<file path="config.mk">
export PLATFORM = sky130hd
export DESIGN_NAME = valid_sync_array
export DESIGN_NICKNAME = d
export VERILOG_FILES = /design/src/rtl/valid_sync_pkg.sv /design/src/rtl/sync_shift_reg.sv /design/src/rtl/valid_sync_array.sv
export SDC_FILE = /design/constraint.sdc
export NUM_CORES = 1
export LEC_CHECK = 0
export BUFFER_PORTS_ARGS = -buffer_cell sky130_fd_sc_hd__buf_2
export CELL_PAD_IN_SITES_DETAIL_PLACEMENT = 0
export CELL_PAD_IN_SITES_GLOBAL_PLACEMENT = 1
export CORE_MARGIN = 4
export CORE_UTILIZATION = 36
export CTS_CLUSTER_SIZE = 20
export DETAILED_ROUTE_END_ITERATION = 8
export MAX_ROUTING_LAYER = met4
export PLACE_DENSITY_LB_ADDON = 0.1
export SYNTH_ARGS = -nofsm -noshare
export SYNTH_HDL_FRONTEND = slang
export SYNTH_SLANG_ARGS = --single-unit
</file>
<file path="constraint.sdc">
create_clock -name clock -period 0.86 [get_ports clock]
set_input_delay 0.172 -clock clock [delete_from_list [all_inputs] [get_ports clock]]
set_output_delay 0.172 -clock clock [all_outputs]
set_load 0.005 [all_outputs]
</file>
<file path="src/rtl/valid_sync_pkg.sv">
// Shared limits, channel mode encoding and filter counter sizing for valid_sync_array.
package valid_sync_pkg;

  localparam int MAX_CH     = 32;
  localparam int MAX_DEPTH  = 8;
  localparam int MAX_FILTER = 15;

  typedef enum logic {
    MODE_LEVEL  = 1'b0,
    MODE_TOGGLE = 1'b1
  } chan_mode_e;

  function automatic int filter_cnt_w(input int filter_cycles);
    return $clog2(filter_cycles + 1);
  endfunction

endpackage

</file>
<file path="src/rtl/sync_shift_reg.sv">
// Single-bit DEPTH-stage synchroniser chain with synchronous reset to 0.
module sync_shift_reg
  import valid_sync_pkg::*;
#(
  parameter int DEPTH = 3
) (
  input  logic clock,
  input  logic reset,
  input  logic din,
  output logic dout
);

  // Attribute lets placement keep the stages adjacent and timing tools spot the crossing.
  (* ASYNC_REG = "TRUE" *) logic [DEPTH-1:0] stage_q;
  logic [DEPTH-1:0] stage_d;

  always_comb stage_d = {stage_q[DEPTH-2:0], din};

  always_ff @(posedge clock) begin
    if (reset) stage_q <= '0;
    else       stage_q <= stage_d;
  end

  assign dout = stage_q[DEPTH-1];

endmodule

</file>
<file path="src/rtl/valid_sync_array.sv">
// CH-channel async valid/level/toggle sink: sync chains, event pulse, sticky pending/overrun.
// Optional glitch filter between chain and io_out when SYNC_FILTER_EN is defined.
module valid_sync_array
  import valid_sync_pkg::*;
#(
  parameter int            CH            = 4,
  parameter int            DEPTH         = 3,
  parameter logic [CH-1:0] TOGGLE_MASK   = '0,
  parameter int            FILTER_CYCLES = 2
) (
  input  logic          clock,
  input  logic          reset,
  input  logic [CH-1:0] io_in,
  input  logic [CH-1:0] io_ack,
  output logic [CH-1:0] io_out,
  output logic [CH-1:0] io_event,
  output logic [CH-1:0] io_pending,
  output logic [CH-1:0] io_overrun
);

  if (CH < 1 || CH > MAX_CH) begin : g_bad_ch
    $error("valid_sync_array: CH out of range");
  end
  if (DEPTH < 2 || DEPTH > MAX_DEPTH) begin : g_bad_depth
    $error("valid_sync_array: DEPTH out of range");
  end
  if (FILTER_CYCLES < 1 || FILTER_CYCLES > MAX_FILTER) begin : g_bad_filter
    $error("valid_sync_array: FILTER_CYCLES out of range");
  end

  logic [CH-1:0] chain_out, ev;
  logic [CH-1:0] prev_q, prev_d;
  logic [CH-1:0] pending_q, pending_d;
  logic [CH-1:0] overrun_q, overrun_d;

  for (genvar i = 0; i < CH; i++) begin : g_ch
    localparam chan_mode_e MODE = TOGGLE_MASK[i] ? MODE_TOGGLE : MODE_LEVEL;

    sync_shift_reg #(.DEPTH(DEPTH)) u_sync (
      .clock (clock),
      .reset (reset),
      .din   (io_in[i]),
      .dout  (chain_out[i])
    );

    assign ev[i] = (MODE == MODE_TOGGLE) ? (io_out[i] ^ prev_q[i])
                                         : (io_out[i] & ~prev_q[i]);
  end

`ifdef SYNC_FILTER_EN
  localparam int            CW       = filter_cnt_w(FILTER_CYCLES);
  localparam logic [CW-1:0] CNT_LAST = CW'(FILTER_CYCLES - 1);

  logic [CH-1:0][CW-1:0] cnt_q, cnt_d;
  logic [CH-1:0]         out_q, out_d;

  // io_out only follows chain_out once it has disagreed for FILTER_CYCLES edges in a row.
  always_comb begin
    cnt_d = cnt_q;
    out_d = out_q;
    for (int i = 0; i < CH; i++) begin
      if (chain_out[i] == out_q[i]) begin
        cnt_d[i] = '0;
      end else if (cnt_q[i] == CNT_LAST) begin
        out_d[i] = chain_out[i];
        cnt_d[i] = '0;
      end else begin
        cnt_d[i] = cnt_q[i] + CW'(1);
      end
    end
  end

  always_ff @(posedge clock) begin
    if (reset) begin
      cnt_q <= '0;
      out_q <= '0;
    end else begin
      cnt_q <= cnt_d;
      out_q <= out_d;
    end
  end

  assign io_out = out_q;
`else
  assign io_out = chain_out;
`endif

  // A fresh event beats a same-cycle ack for pending; the ack still clears overrun.
  always_comb begin
    prev_d    = io_out;
    pending_d = pending_q;
    overrun_d = overrun_q;
    for (int i = 0; i < CH; i++) begin
      if (ev[i] && pending_q[i] && !io_ack[i]) begin
        overrun_d[i] = 1'b1;
      end else if (ev[i]) begin
        pending_d[i] = 1'b1;
        if (io_ack[i]) overrun_d[i] = 1'b0;
      end else if (io_ack[i]) begin
        pending_d[i] = 1'b0;
        overrun_d[i] = 1'b0;
      end
    end
  end

  always_ff @(posedge clock) begin
    if (reset) begin
      prev_q    <= '0;
      pending_q <= '0;
      overrun_q <= '0;
    end else begin
      prev_q    <= prev_d;
      pending_q <= pending_d;
      overrun_q <= overrun_d;
    end
  end

  assign io_event   = ev;
  assign io_pending = pending_q;
  assign io_overrun = overrun_q;

endmodule

</file>
Word-level counts from Yosys, hierarchy flattened:

Index checks and enable logic that the tools add are counted.
W data, S select, Z words.

* bits in registers: 24
* input port bits: 10
* word-level logic and storage cells: 61

* multiplexer cells: 12
* bitwise gates (word level): 12
* reduce and logical (&&, ||, !) cells: 24

Operators by type and width (number)
* $reduce_bool A2 Y1: 8
* $mux W1: 12
* $logic_and A1 B1 Y1: 8
* $not A1 Y1: 8
* $reduce_and A2 Y1: 4
* $and A1 B1 Y1: 4
* $logic_not A1 Y1: 4

Depth between registers and ports, before layout:

Gate-level depths: netlist of the first run.

* depth after elaboration: 6
* gate-level depth with buffers: 2
* gate-level depth less buffers: 2

Hierarchy:

A second synthesis of the first run with hierarchy kept.

* cells, all modules: 65
* area, all modules: 797.0 um^2

By module, submodules not included
* valid_sync_array: times used 1, cells an instance 41, area an instance 481.7 um^2, sequential area each 240.2 um^2
* sync_shift_reg: times used 4, cells an instance 6, area an instance 78.8 um^2, sequential area each 60.1 um^2

Worst setup path before layout of the first run:

No wires, ideal clock.

* path type: flip-flop to flip-flop
* start: register g_ch[0].u_sync.stage_q[2]
* end: register pending_q[0], in the netlist io_pending[0]
* library setup time: 0.115 ns
* data arrival time: 0.641 ns
* required time: 0.745 ns
* path slack: 0.104 ns
* cell stages (with the launch flop): 3
* buffers on the path: 0
* cell sequence: dfxtp_1 > nor2b_1 > o21ba_2

* longest elaborated chain between the ends: 5

RTL lines
* start, declared: line sync_shift_reg.sv:14 `(* ASYNC_REG = "TRUE" *) logic [DEPTH-1:0] stage_q;`
* start signal, assigned: line sync_shift_reg.sv:21 `else stage_q <= stage_d;`
* $and A1 B1 Y1 *: line valid_sync_array.sv:47 `: (io_out[i] & ~prev_q[i]);`
* via io_event[0]: line valid_sync_array.sv:16 `output logic [CH-1:0] io_event,`
* $logic_and A1 B1 Y1 (2 in series): line valid_sync_array.sv:94 `if (ev[i] && pending_q[i] && !io_ack[i]) begin`
* $not A1 Y1 (no source line)
* $reduce_and A2 Y1 (no source line)
* end signal, assigned: line valid_sync_array.sv:113 `pending_q <= pending_d;`
* end, declared: line valid_sync_array.sv:33 `logic [CH-1:0] pending_q, pending_d;`

Mark *: on every way through the listed nets, which the timed path passes. The rest lies on a longest branch.
A chain may end at the register's enable or synchronous reset.

Worst setup path in the final report of the first run:

* start: register g_ch[2].u_sync.stage_q[2]
* end: output port io_event[2]

* longest elaborated chain between the ends: 1

RTL lines (line)
* start, declared: sync_shift_reg.sv:14
* start signal, assigned: sync_shift_reg.sv:21
* $and A1 B1 Y1: valid_sync_array.sv:47
* end, declared: valid_sync_array.sv:16

No other way between the ends.

==> reports/metrics.csv, run 1 <==
stage,metric,value,unit
power_and_ir_drop,overall power,1860,uW
worst_setup_path,RR Startpoint,g_ch[1].u_sync.stage_q[2]$_SDFF_PP0_,
placement,port bufs,25,
finish,# diodes,0,
placement,DP Worst Slack,0.0347,ns
clock_network,CTS buffer count,3,
timing,Worst-Margin Slew,0.142,ns
clock_network,clock sink count,24,
synth,mapped cell area,816,sq um
routing,per-cell routed wire length,9.66,microns
finish,layout cells sized above 1,59.3,%
timing,"Hold Vio Cnt, Final",0,
finish,register area,495,sq um
die,Die Ht,55.6,microns
timing,"Setup violations, final",18,
global_route,gr ovfl total,0,
worst_setup_path,Crit. End Element,output port,
clock_network,"CTS clk-pin slew, worst paths",0.12,ns
finish,"commonest non-fill, non-tap cell in the layout",buf_2,
power_and_ir_drop,Peak VDD IR,0.00134,V
timing,RSZ-0062 raised after global routing,true,
synth,post-synth top area cell,dfxtp_1,
worst_setup_path,kind of critical path,reg -> out,
die,# rows,16,
global_route,antenna violations before repair,0,
timing,Rel. slew slack,90.5,%
clock_network,clk buf depth,2,
worst_setup_path,worst r2r dst,io_overrun[1]$_SDFFE_PP0P_,
status,status,"complete, but fails checks",
die,die width,55.6,microns
clock_network,clk root buf,clkbuf_4,
timing,Clock Skew,0.000551,ns
placement,DP Area,956,sq um
routing,detailed-route vias per instance,4.24,
power_and_ir_drop,Leakage,0.000557,uW
worst_setup_path,critical path data arrival time,0.91,ns
timing,setup tns final,-2.11,ns
finish,Finished Cell Area,1190,sq um
placement,dpl cells,118,
routing,First-pass DRT Iterations,2,
clock_network,htree depth,1,
global_route,GRT Overall Usage,8.97,%
timing,fin crit share,126,%
die,Initial Util,39.6,%
timing,final slew viol count,0,
worst_setup_path,WP data required,0.69,ns
worst_setup_path,launch point of the worst path,g_ch[2].u_sync.stage_q[2]$_SDFF_PP0_,
worst_setup_path,Critical Path End,io_event[2],
synth,Netlist cell types,11,
synth,top cell type's share of synthesized area,58.9,%
routing,via count,572,
routing,Detailed Route WL,1300,microns
clock_network,Skew-Pair Late Insertion Delay,0.30,ns
flow_run,Max-Cap Viols,0,
synth,Post-Synthesis Cells,70,
synth,"Seq/Total Area, Yosys",58.9,%
synth,Synth Register Bits,24,
finish,Multi-input gate area,312,sq um
global_route,vias in the first global route,498,
power_and_ir_drop,pwr/cell area,1570,nW/um^2
status,failing checks,negative setup slack,
placement,GPL Wtd Cong,0.693,
finish,fillers,177,
synth,Post-Syn Nets,80,
worst_setup_path,type of origin of the critical path,flop,
die,core footprint,2060,sq um
die,# IOs,26,
routing,Residual DRC,0,
timing,fmax,921,MHz
finish,most frequent cells in the layout,"21 x buf_2, 16 x nor2b_1, 12 x dfxtp_1, 12 x dfxtp_2",
worst_setup_path,R2R Setup Slk,-0.03,ns
synth,ranking of synthesized cells by area,"dfxtp_1 59%, nor2b_1 16%, a211oi_2 6.1%, o21ba_1 3.7%, buf_4 3.7%",
global_route,largest net degree at the start of global routing,19,
worst_setup_path,Reg2Reg Depth,4,
clock_network,CTS tree,built,
finish,Area Overhead vs Synth,45.6,%
routing,post-route ant nets,0,
synth,Yosys Warn Count,0,
global_route,first-pass GRT wire length,2120,microns
finish,fin nets,119,
synth,syn_area_per_cell,11.7,sq um
timing,final worst setup slack,-0.226,ns
worst_setup_path,CP Max Fanout,2,
routing,DR iter-0 viols,4,
finish,Finished Layout Cells,135,
timing,minimum clock period,1.09,ns
die,Die ar.,3090,sq um
min_path,Hold Path Class,in -> reg,
synthesized netlist by cell type (all sizes together):
cell,instances
dfxtp,24
nor2b,21
buf,6
a211oi,4
inv,4
nand3b,4
o21ba,4
and2b,3
critical path: stages (launching register included):
cell and delay (ns):
dfxtp_2 0.35, nor2b_4 0.14, buf_2 0.12
routing by layer:
metal	vias to the layer above	part of all wire [%]	global-route usage (%)
met2	17	46	14.4
met1	260	46	9.77
met5	-	0	-
met3	0	7.5	4.87
met4	0	0	2.08
li1	295	-	-
metrics by stage:
step                      hold slack [ns]  util, %
final                              0.0337     57.6
after global routing              0.00921     57.6
after CTS                         0.00611     55.0
after detailed placement            0.354     46.4
after global placement              0.349     46.4
after floorplan                     0.237        -
where the power goes:
part,switching (uW),internal [uW],total [uW]
clock network,301,258,559
registers,11.5,1140,1150
logic,52.1,96.1,148
total,365,1500,1860
state kept, by name, indices dropped and copies added (netlist names):
register	cells
g_ch.u_sync.stage_q	12
io_overrun	4
io_pending	4
prev_q	4
final cells by class:
cell class / count / area share, %
flip-flops and latches: 24 / 41.7
repair buffers: 40 / 24.9
clock buffers: 4 / 3.06
well taps: 27 / 2.85
multi-input cells: 36 / 26.2
inverters: 4 / 1.26
worst min path at each step:
stage	from	endpoint	slack, ns	depth (start not counted)
after floorplan	io_ack[0]	io_overrun[0]$_SDFFE_PP0P_	0.24	1
after global placement	io_ack[3]	io_overrun[3]$_SDFFE_PP0P_	0.35	2
after detailed placement	io_ack[0]	io_overrun[0]$_SDFFE_PP0P_	0.35	2
after CTS	io_ack[3]	io_overrun[3]$_SDFFE_PP0P_	0.006	2
after global routing	io_ack[1]	io_overrun[1]$_SDFFE_PP0P_	0.009	2
final	io_ack[1]	io_overrun[1]$_SDFFE_PP0P_	0.03	2
repair_timing:
| action | 4_1_cts | 5_1_grt |
|---|---|---|
| hold endpoints to repair | 0 | 2 |
| endpoints found under the setup margin | 16 | 22 |
| buffers inserted | 9 | 3 |
| resized for setup | 25 | 6 |
| hold buffers | 0 | 2 |
| pin swaps | 2 | 5 |
cell families (layout without fill, tap and decap cells):
group                  count (synthesis)  count (layout)  share of synthesized area, %
and+or+nand+nor                       28              28                          22.5
DFF                                   24              24                          58.9
buffers and inverters                 10              48                          7.51
AOI/OAI and AO/OA                      8               8                          11.0
Power figures use the tool's default switching activity.
==> run 2: changes to the inputs <==
--- a/config.mk
+++ b/config.mk
@@ -14,6 +14,7 @@
 export DETAILED_ROUTE_END_ITERATION = 8
 export MAX_ROUTING_LAYER = met4
 export PLACE_DENSITY_LB_ADDON = 0.1
+export SETUP_SLACK_MARGIN = 0.1
 export SYNTH_ARGS = -nofsm -noshare
 export SYNTH_HDL_FRONTEND = slang
 export SYNTH_SLANG_ARGS = --single-unit
==> run 2 against run 1 <==
Compared with the run above: the flow still finishes with violations (negative setup slack); sequential cell count did not move; cell area rose by 2.1%; utilization increased by 1.2 points; total power grew 0.31%; register-to-register slack barely moved; clock skew increased by 0.00069 ns; global-route usage increased by 0.25 points; largest power group unchanged; setup slack improved by 0.0016 ns; sequential power is essentially flat; worst hold slack improved by 0.0029 ns; non-clock buffer count up 1; critical path type unchanged; sequential share of layout area decreased by 0.86 points.
==> reports/metrics.csv, run 2 (synthesis results as in run 1) <==
stage,metric,value,unit,change
routing,via count,568,,-0.70%
finish,"commonest non-fill, non-tap cell in the layout",buf_2,,
min_path,hold path cells,2,,unchanged
timing,final worst setup slack,-0.224,ns,+0.00159 ns
finish,# diodes,0,,unchanged
worst_setup_path,Reg2Reg Depth,4,,unchanged
die,die width,55.6,microns,unchanged
global_route,vias in the first global route,502,,+0.80%
clock_network,clock sink count,24,,unchanged
global_route,antenna violations before repair,0,,unchanged
routing,per-cell routed wire length,9.78,microns,+1.2%
timing,Clock Skew,0.00124,ns,+0.000692 ns
timing,"Setup violations, final",18,,unchanged
worst_setup_path,RR Startpoint,g_ch[1].u_sync.stage_q[2]$_SDFF_PP0_,,
worst_setup_path,worst r2r dst,io_overrun[1]$_SDFFE_PP0P_,,
worst_setup_path,critical path data arrival time,0.91,ns,about the same
global_route,gr ovfl total,0,,unchanged
clock_network,htree depth,1,,unchanged
min_path,Hold Path Class,in -> reg,,
die,core footprint,2060,sq um,unchanged
worst_setup_path,type of origin of the critical path,flop,,
timing,setup tns final,-2.13,ns,-0.0211 ns
status,status,"complete, but fails checks",,
routing,post-route ant nets,0,,unchanged
power_and_ir_drop,overall power,1870,uW,+0.31%
finish,layout cells sized above 1,60.6,%,+1.3 points
worst_setup_path,WP data required,0.69,ns,about the same
clock_network,CTS tree,built,,
worst_setup_path,CP Max Fanout,2,,unchanged
global_route,largest net degree at the start of global routing,19,,unchanged
routing,First-pass DRT Iterations,2,,unchanged
die,Initial Util,39.6,%,unchanged
timing,"Hold Vio Cnt, Final",0,,unchanged
timing,worst hold slack,0.0366,ns,+0.00290 ns
routing,Residual DRC,0,,unchanged
clock_network,clk root buf,clkbuf_4,,
global_route,GRT Overall Usage,9.22,%,+0.25 points
placement,GPL Wtd Cong,0.693,,unchanged
flow_run,Max-Cap Viols,0,,unchanged
power_and_ir_drop,Leakage,0.000556,uW,about the same
timing,RSZ-0062 raised after global routing,true,,
placement,DP Worst Slack,0.0347,ns,unchanged
worst_setup_path,R2R Setup Slk,-0.03,ns,about the same
status,failing checks,negative setup slack,,
finish,Area Overhead vs Synth,48.6,%,
power_and_ir_drop,pwr/cell area,1540,nW/um^2,-1.8%
routing,detailed-route vias per instance,4.18,,-1.4%
routing,DR iter-0 viols,3,,-1
global_route,first-pass GRT wire length,2150,microns,+1.3%
worst_setup_path,kind of critical path,reg -> out,,
worst_setup_path,Crit. End Element,output port,,
power_and_ir_drop,Peak VDD IR,0.00134,V,+0.14%
die,# IOs,26,,unchanged
routing,Detailed Route WL,1330,microns,+2.0%
timing,fin crit share,126,%,-0.19 points
timing,minimum clock period,1.08,ns,-0.00159 ns
timing,Worst-Margin Slew,0.155,ns,+0.0132 ns
finish,"Most flops, register",g_ch.u_sync.stage_q,,
clock_network,clk buf depth,2,,unchanged
clock_network,"CTS clk-pin slew, worst paths",0.12,ns,about the same
die,Die ar.,3090,sq um,unchanged
placement,port bufs,25,,unchanged
min_path,hold endpoint,io_overrun[1]$_SDFFE_PP0P_,,
finish,most frequent cells in the layout,"21 x buf_2, 16 x nor2b_1, 12 x dfxtp_1, 12 x dfxtp_2, 11 x buf_6",,
min_path,hold path startpoint,io_ack[1],,
finish,fin nets,120,,+0.84%
timing,final slew viol count,0,,unchanged
die,# rows,16,,unchanged
clock_network,Skew-Pair Late Insertion Delay,0.30,ns,about the same
timing,fmax,923,MHz,+0.15%
timing,Rel. slew slack,89.7,%,-0.88 points
die,Die Ht,55.6,microns,unchanged
finish,number of flip-flops in the largest register,12,,unchanged
clock_network,CTS buffer count,3,,unchanged
run 2: cell count changes in the layout (fill, tap and decap cells not counted):
cell / previous run / this run
buf_4: 8 / 6
buf_6: 8 / 11
o21ba_1: 3 / 2
o21ba_4: 0 / 1
run 2: cell type report:
| cell class | count | area (sq um) |
|---|---|---|
| clock buffers | 4 | 36.3 |
| repair buffers | 41 | 314 |
| fillers | 178 | 850 |
| well taps | 27 | 33.8 |
| flip-flops and latches | 24 | 495 |
| inverters | 4 | 15.0 |
| multi-input cells | 36 | 318 |
run 2: layer usage:
metal	vias to the layer above	global-route usage (%)	share of wire, %
met5	-	-	0
met4	0	2.08	0
met3	0	5.10	8.2
met2	17	14.9	48
met1	253	9.92	44
li1	298	-	-
run 2: worst max-delay path, stage by stage (launching register included):
cell	delay, ns
dfxtp_2	0.35
nor2b_4	0.14
buf_2	0.12
run 2: timing repair:
| item | in CTS | in global routing |
|---|---|---|
| setup endpoints to repair | 22 | 26 |
| gates resized for setup | 28 | 6 |
| pin swaps | 5 | 3 |
| setup buffers | 9 | 4 |
| hold endpoints to repair | 0 | 2 |
| hold buffers | 0 | 2 |
run 2: how the worst max path moves through the flow:
stage,from,to,slack [ns]
finish,g_ch[2].u_sync.stage_q[2]$_SDFF_PP0_,io_event[2],-0.22
global route,g_ch[2].u_sync.stage_q[2]$_SDFF_PP0_,io_event[2],-0.29
CTS,g_ch[3].u_sync.stage_q[2]$_SDFF_PP0_,io_event[3],-0.23
detailed placement,g_ch[1].u_sync.stage_q[2]$_SDFF_PP0_,io_event[1],0.03
global placement,g_ch[0].u_sync.stage_q[2]$_SDFF_PP0_,io_event[0],0.06
floorplan,g_ch[0].u_sync.stage_q[2]$_SDFF_PP0_,io_pending[0]$_SDFFE_PP0P_,0.10
run 2: power breakdown:
part / internal (uW) / switching [uW]
combinational: 101 / 53.2
sequential: 1140 / 11.7
clock: 258 / 300
run 2: through the flow:
step | std cells | util [%] | area [sq um]
after detailed placement | 118 | 46.4 | 956
final | 136 | 58.8 | 1210
after global placement | 118 | 46.4 | 956
after CTS | 131 | 55.7 | 1150
after floorplan | 70 | - | 816
after global routing | 136 | 58.8 | 1210
==> run 3: changes to the inputs <==
--- a/config.mk
+++ b/config.mk
@@ -5,11 +5,12 @@
 export SDC_FILE = /design/constraint.sdc
 export NUM_CORES = 1
 export LEC_CHECK = 0
+export ABC_AREA = 1
 export BUFFER_PORTS_ARGS = -buffer_cell sky130_fd_sc_hd__buf_2
 export CELL_PAD_IN_SITES_DETAIL_PLACEMENT = 0
 export CELL_PAD_IN_SITES_GLOBAL_PLACEMENT = 1
 export CORE_MARGIN = 4
-export CORE_UTILIZATION = 36
+export CORE_UTILIZATION = 34
 export CTS_CLUSTER_SIZE = 20
 export DETAILED_ROUTE_END_ITERATION = 8
 export MAX_ROUTING_LAYER = met4
==> run 3 against run 2 <==
Compared with the run above: the flow still finishes with violations (negative setup slack); via count increased by 16%; sequential power hardly changed; first-iteration DRC count rose by 67%; critical path depth grew 2.
==> reports/metrics.csv, run 3 <==
stage,metric,value,unit,change
clock_network,"CTS clk-pin slew, worst paths",0.12,ns,about the same
finish,number of flip-flops in the largest register,12,,unchanged
clock_network,clock sink count,24,,unchanged
clock_network,clk buf depth,2,,unchanged
finish,register area,500,sq um,+1.0%
finish,# diodes,0,,unchanged
synth,simple-gate share of the synthesized area,16.1,%,-6.4 points
synth,top-count cell post-synth,inv_1,,
power_and_ir_drop,Leakage,0.000574,uW,+3.2%
clock_network,htree depth,1,,unchanged
global_route,met1 GRT Util,10.2,%,+0.29 points
timing,final worst setup slack,-0.184,ns,+0.0394 ns
timing,"Hold Vio Cnt, Final",0,,unchanged
finish,fillers,253,,+42%
clock_network,Skew-Pair Late Insertion Delay,0.30,ns,about the same
synth,"EDFF count, synth",0,,unchanged
synth,mapped cell area,808,sq um,-0.92%
die,# rows,17,,+1
timing,RSZ-0062 raised after global routing,true,,
timing,Rel. slew slack,92.1,%,+2.5 points
clock_network,CTS tree,built,,
die,Die ar.,3220,sq um,+4.2%
timing,fin crit share,121,%,-4.6 points
die,Die Ht,56.8,microns,+2.1%
worst_setup_path,Crit. End Element,output port,,
die,die width,56.8,microns,+2.1%
synth,Post-Synth XOR/XNOR Area,0,%,unchanged
global_route,first-pass GRT wire length,2280,microns,+6.2%
synth,adder-cell share of the synthesized area,0,%,unchanged
synth,Post-Synthesis Cells,98,,+40%
synth,Yosys Warn Count,0,,unchanged
placement,GPL Wtd Cong,0.645,,-6.9%
worst_setup_path,type of origin of the critical path,flop,,
power_and_ir_drop,overall power,1750,uW,-6.3%
synth,"Seq/Total Area, Yosys",59.4,%,+0.55 points
synth,Synth Area in Compound Gates,4.95,%,-6.1 points
routing,Residual DRC,0,,unchanged
timing,final slew viol count,0,,unchanged
global_route,antenna violations before repair,0,,unchanged
routing,Detailed Route WL,1400,microns,+5.2%
status,failing checks,negative setup slack,,
worst_setup_path,WP data required,0.69,ns,about the same
synth,Synth top cells by count,"28 x inv_1, 24 x dfxtp_1, 16 x nor2_1",,
timing,worst hold slack,0.0618,ns,+0.0252 ns
synth,Netlist cell types,8,,-3
synth,top cell type's share of synthesized area,59.4,%,+0.55 points
routing,via count,657,,+16%
synth,Synth Register Bits,24,,unchanged
routing,DR iter-0 viols,5,,+2
synth,ranking of synthesized cells by area,"dfxtp_1 59%, inv_1 13%, nor2_1 7.4%, nand2_1 5.6%, a21oi_1 5.0%",,
die,core footprint,2230,sq um,+8.3%
power_and_ir_drop,Peak VDD IR,0.00126,V,-5.9%
routing,per-cell routed wire length,8.53,microns,-13%
worst_setup_path,kind of critical path,reg -> out,,
timing,Clock Skew,0.00186,ns,+0.000617 ns
synth,post-synthesis mux area share,0,%,unchanged
synth,Post-Syn Nets,108,,+35%
routing,post-route ant nets,0,,unchanged
synth,post-synth top area cell,dfxtp_1,,
min_path,Hold Path Class,in -> reg,,
routing,First-pass DRT Iterations,4,,+2
global_route,grt met3 use,2.53,%,-2.6 points
flow_run,Max-Cap Viols,0,,unchanged
finish,"commonest non-fill, non-tap cell in the layout",buf_2,,
global_route,GR Layer Usage met2,14.7,%,-0.18 points
timing,"Setup violations, final",17,,-1
synth,syn_area_per_cell,8.25,sq um,-29%
timing,fmax,957,MHz,+3.8%
routing,detailed-route vias per instance,4.01,,-4.1%
finish,Area Overhead vs Synth,38.4,%,
finish,"Most flops, register",g_ch.u_sync.stage_q,,
finish,Multi-input gate area,188,sq um,-41%
die,Initial Util,36.2,%,-3.4 points
status,status,"complete, but fails checks",,
global_route,busiest grt layer,met2,,
synth,ys flop type,dfxtp_1,,
clock_network,clk root buf,clkbuf_4,,
timing,Worst-Margin Slew,0.118,ns,-0.0367 ns
synth,combinational family with the most area after synthesis,buffers and inverters,,
placement,Post-DP HPWL,876,microns,
die,# IOs,26,,unchanged
worst_setup_path,CP Max Fanout,2,,unchanged
timing,minimum clock period,1.04,ns,-0.0394 ns
finish,layout cells sized above 1,53.7,%,-6.9 points
global_route,GRT Overall Usage,9.28,%,+0.059 points
synth,asr flop ratio synth,0,%,unchanged
global_route,gr ovfl total,0,,unchanged
finish,fin nets,148,,+23%
worst_setup_path,critical path data arrival time,0.87,ns,-0.04 ns
finish,most frequent cells in the layout,"24 x buf_2, 21 x inv_1, 16 x nor2_1, 16 x dfxtp_2, 14 x buf_4",,
placement,port bufs,25,,unchanged
clock_network,CTS buffer count,3,,unchanged
global_route,vias in the first global route,554,,+10%
power_and_ir_drop,pwr/cell area,1560,nW/um^2,+1.5%
global_route,largest net degree at the start of global routing,25,,+6
run 3: cell types whose count changed in the layout (fill, tap and decap cells not counted), sizes merged:
cell         change
a211oi           -4
a21oi            +8
and2b            -3
buf              +2
clkbuf           -1
dlygate4sd3      -2
inv             +24
nand2           +12
nand3b           -4
nand4            +4
nor2            +16
nor2b           -21
o21ba            -4
run 3: layout make-up:
type / instances / area share [%]
inverters: 28 / 9.40
repair buffers: 41 / 23.9
clock buffers: 3 / 2.01
multi-input cells: 40 / 16.8
flip-flops and latches: 24 / 44.7
well taps: 28 / 3.13
run 3: repair_timing:
item	CTS	global route
pin swaps	0	2
resized for setup	13	18
setup endpoints to repair	16	20
hold buffers	0	0
buffers inserted	12	3
run 3: stage by stage:
step	cells	area (sq um)	TNS, ns	worst slack (ns)	utilization [%]
after global placement	146	936	0	0.0959	41.9
after detailed placement	146	936	0	0.0993	41.9
final	164	1120	-1.66	-0.184	50.1
after CTS	161	1070	-2.00	-0.228	47.8
after global routing	164	1120	-2.63	-0.253	50.1
after floorplan	98	808	0	0.224	-
run 3: cell families (layout without fill, tap and decap cells):
logic type,Yosys count,after routing
buf+inv,34,72
simple gates,32,32
flops,24,24
compound gates,8,8
run 3: critical path: stages (launching register included):
cell	delay, ns
dfxtp_2	0.34
inv_2	0.04
nand2_2	0.06
inv_1	0.03
buf_2	0.11
run 3: worst paths after layout:
check | startpoint | slack (ns) | depth (start not counted) | end
worst max-delay path | prev_q[1]$_SDFF_PP0_ | -0.18 | 4 | io_event[1]
worst min-delay path | io_in[2] | 0.06 | 3 | g_ch[2].u_sync.stage_q[0]$_SDFF_PP0_
worst max register to register | prev_q[3]$_SDFF_PP0_ | -0.10 | 6 | io_pending[3]$_SDFFE_PP0P_
worst min register to register | g_ch[1].u_sync.stage_q[1]$_SDFF_PP0_ | 0.40 | 2 | g_ch[1].u_sync.stage_q[2]$_SDFF_PP0_
run 3: layer usage:
metal  routed length (microns)  part of all wire [%]  vias to the layer above
met5                         0                     0                        -
met4                        18                   1.3                        0
met3                       110                   7.9                        2
met2                       677                    48                       17
met1                       593                    42                      284
li1                          -                     -                      354
run 3: where the power goes:
group	internal, uW	switching (uW)	total, uW
clock network	163	297	461
registers	1140	11.7	1160
logic	70.8	63.3	134
total	1380	372	1750
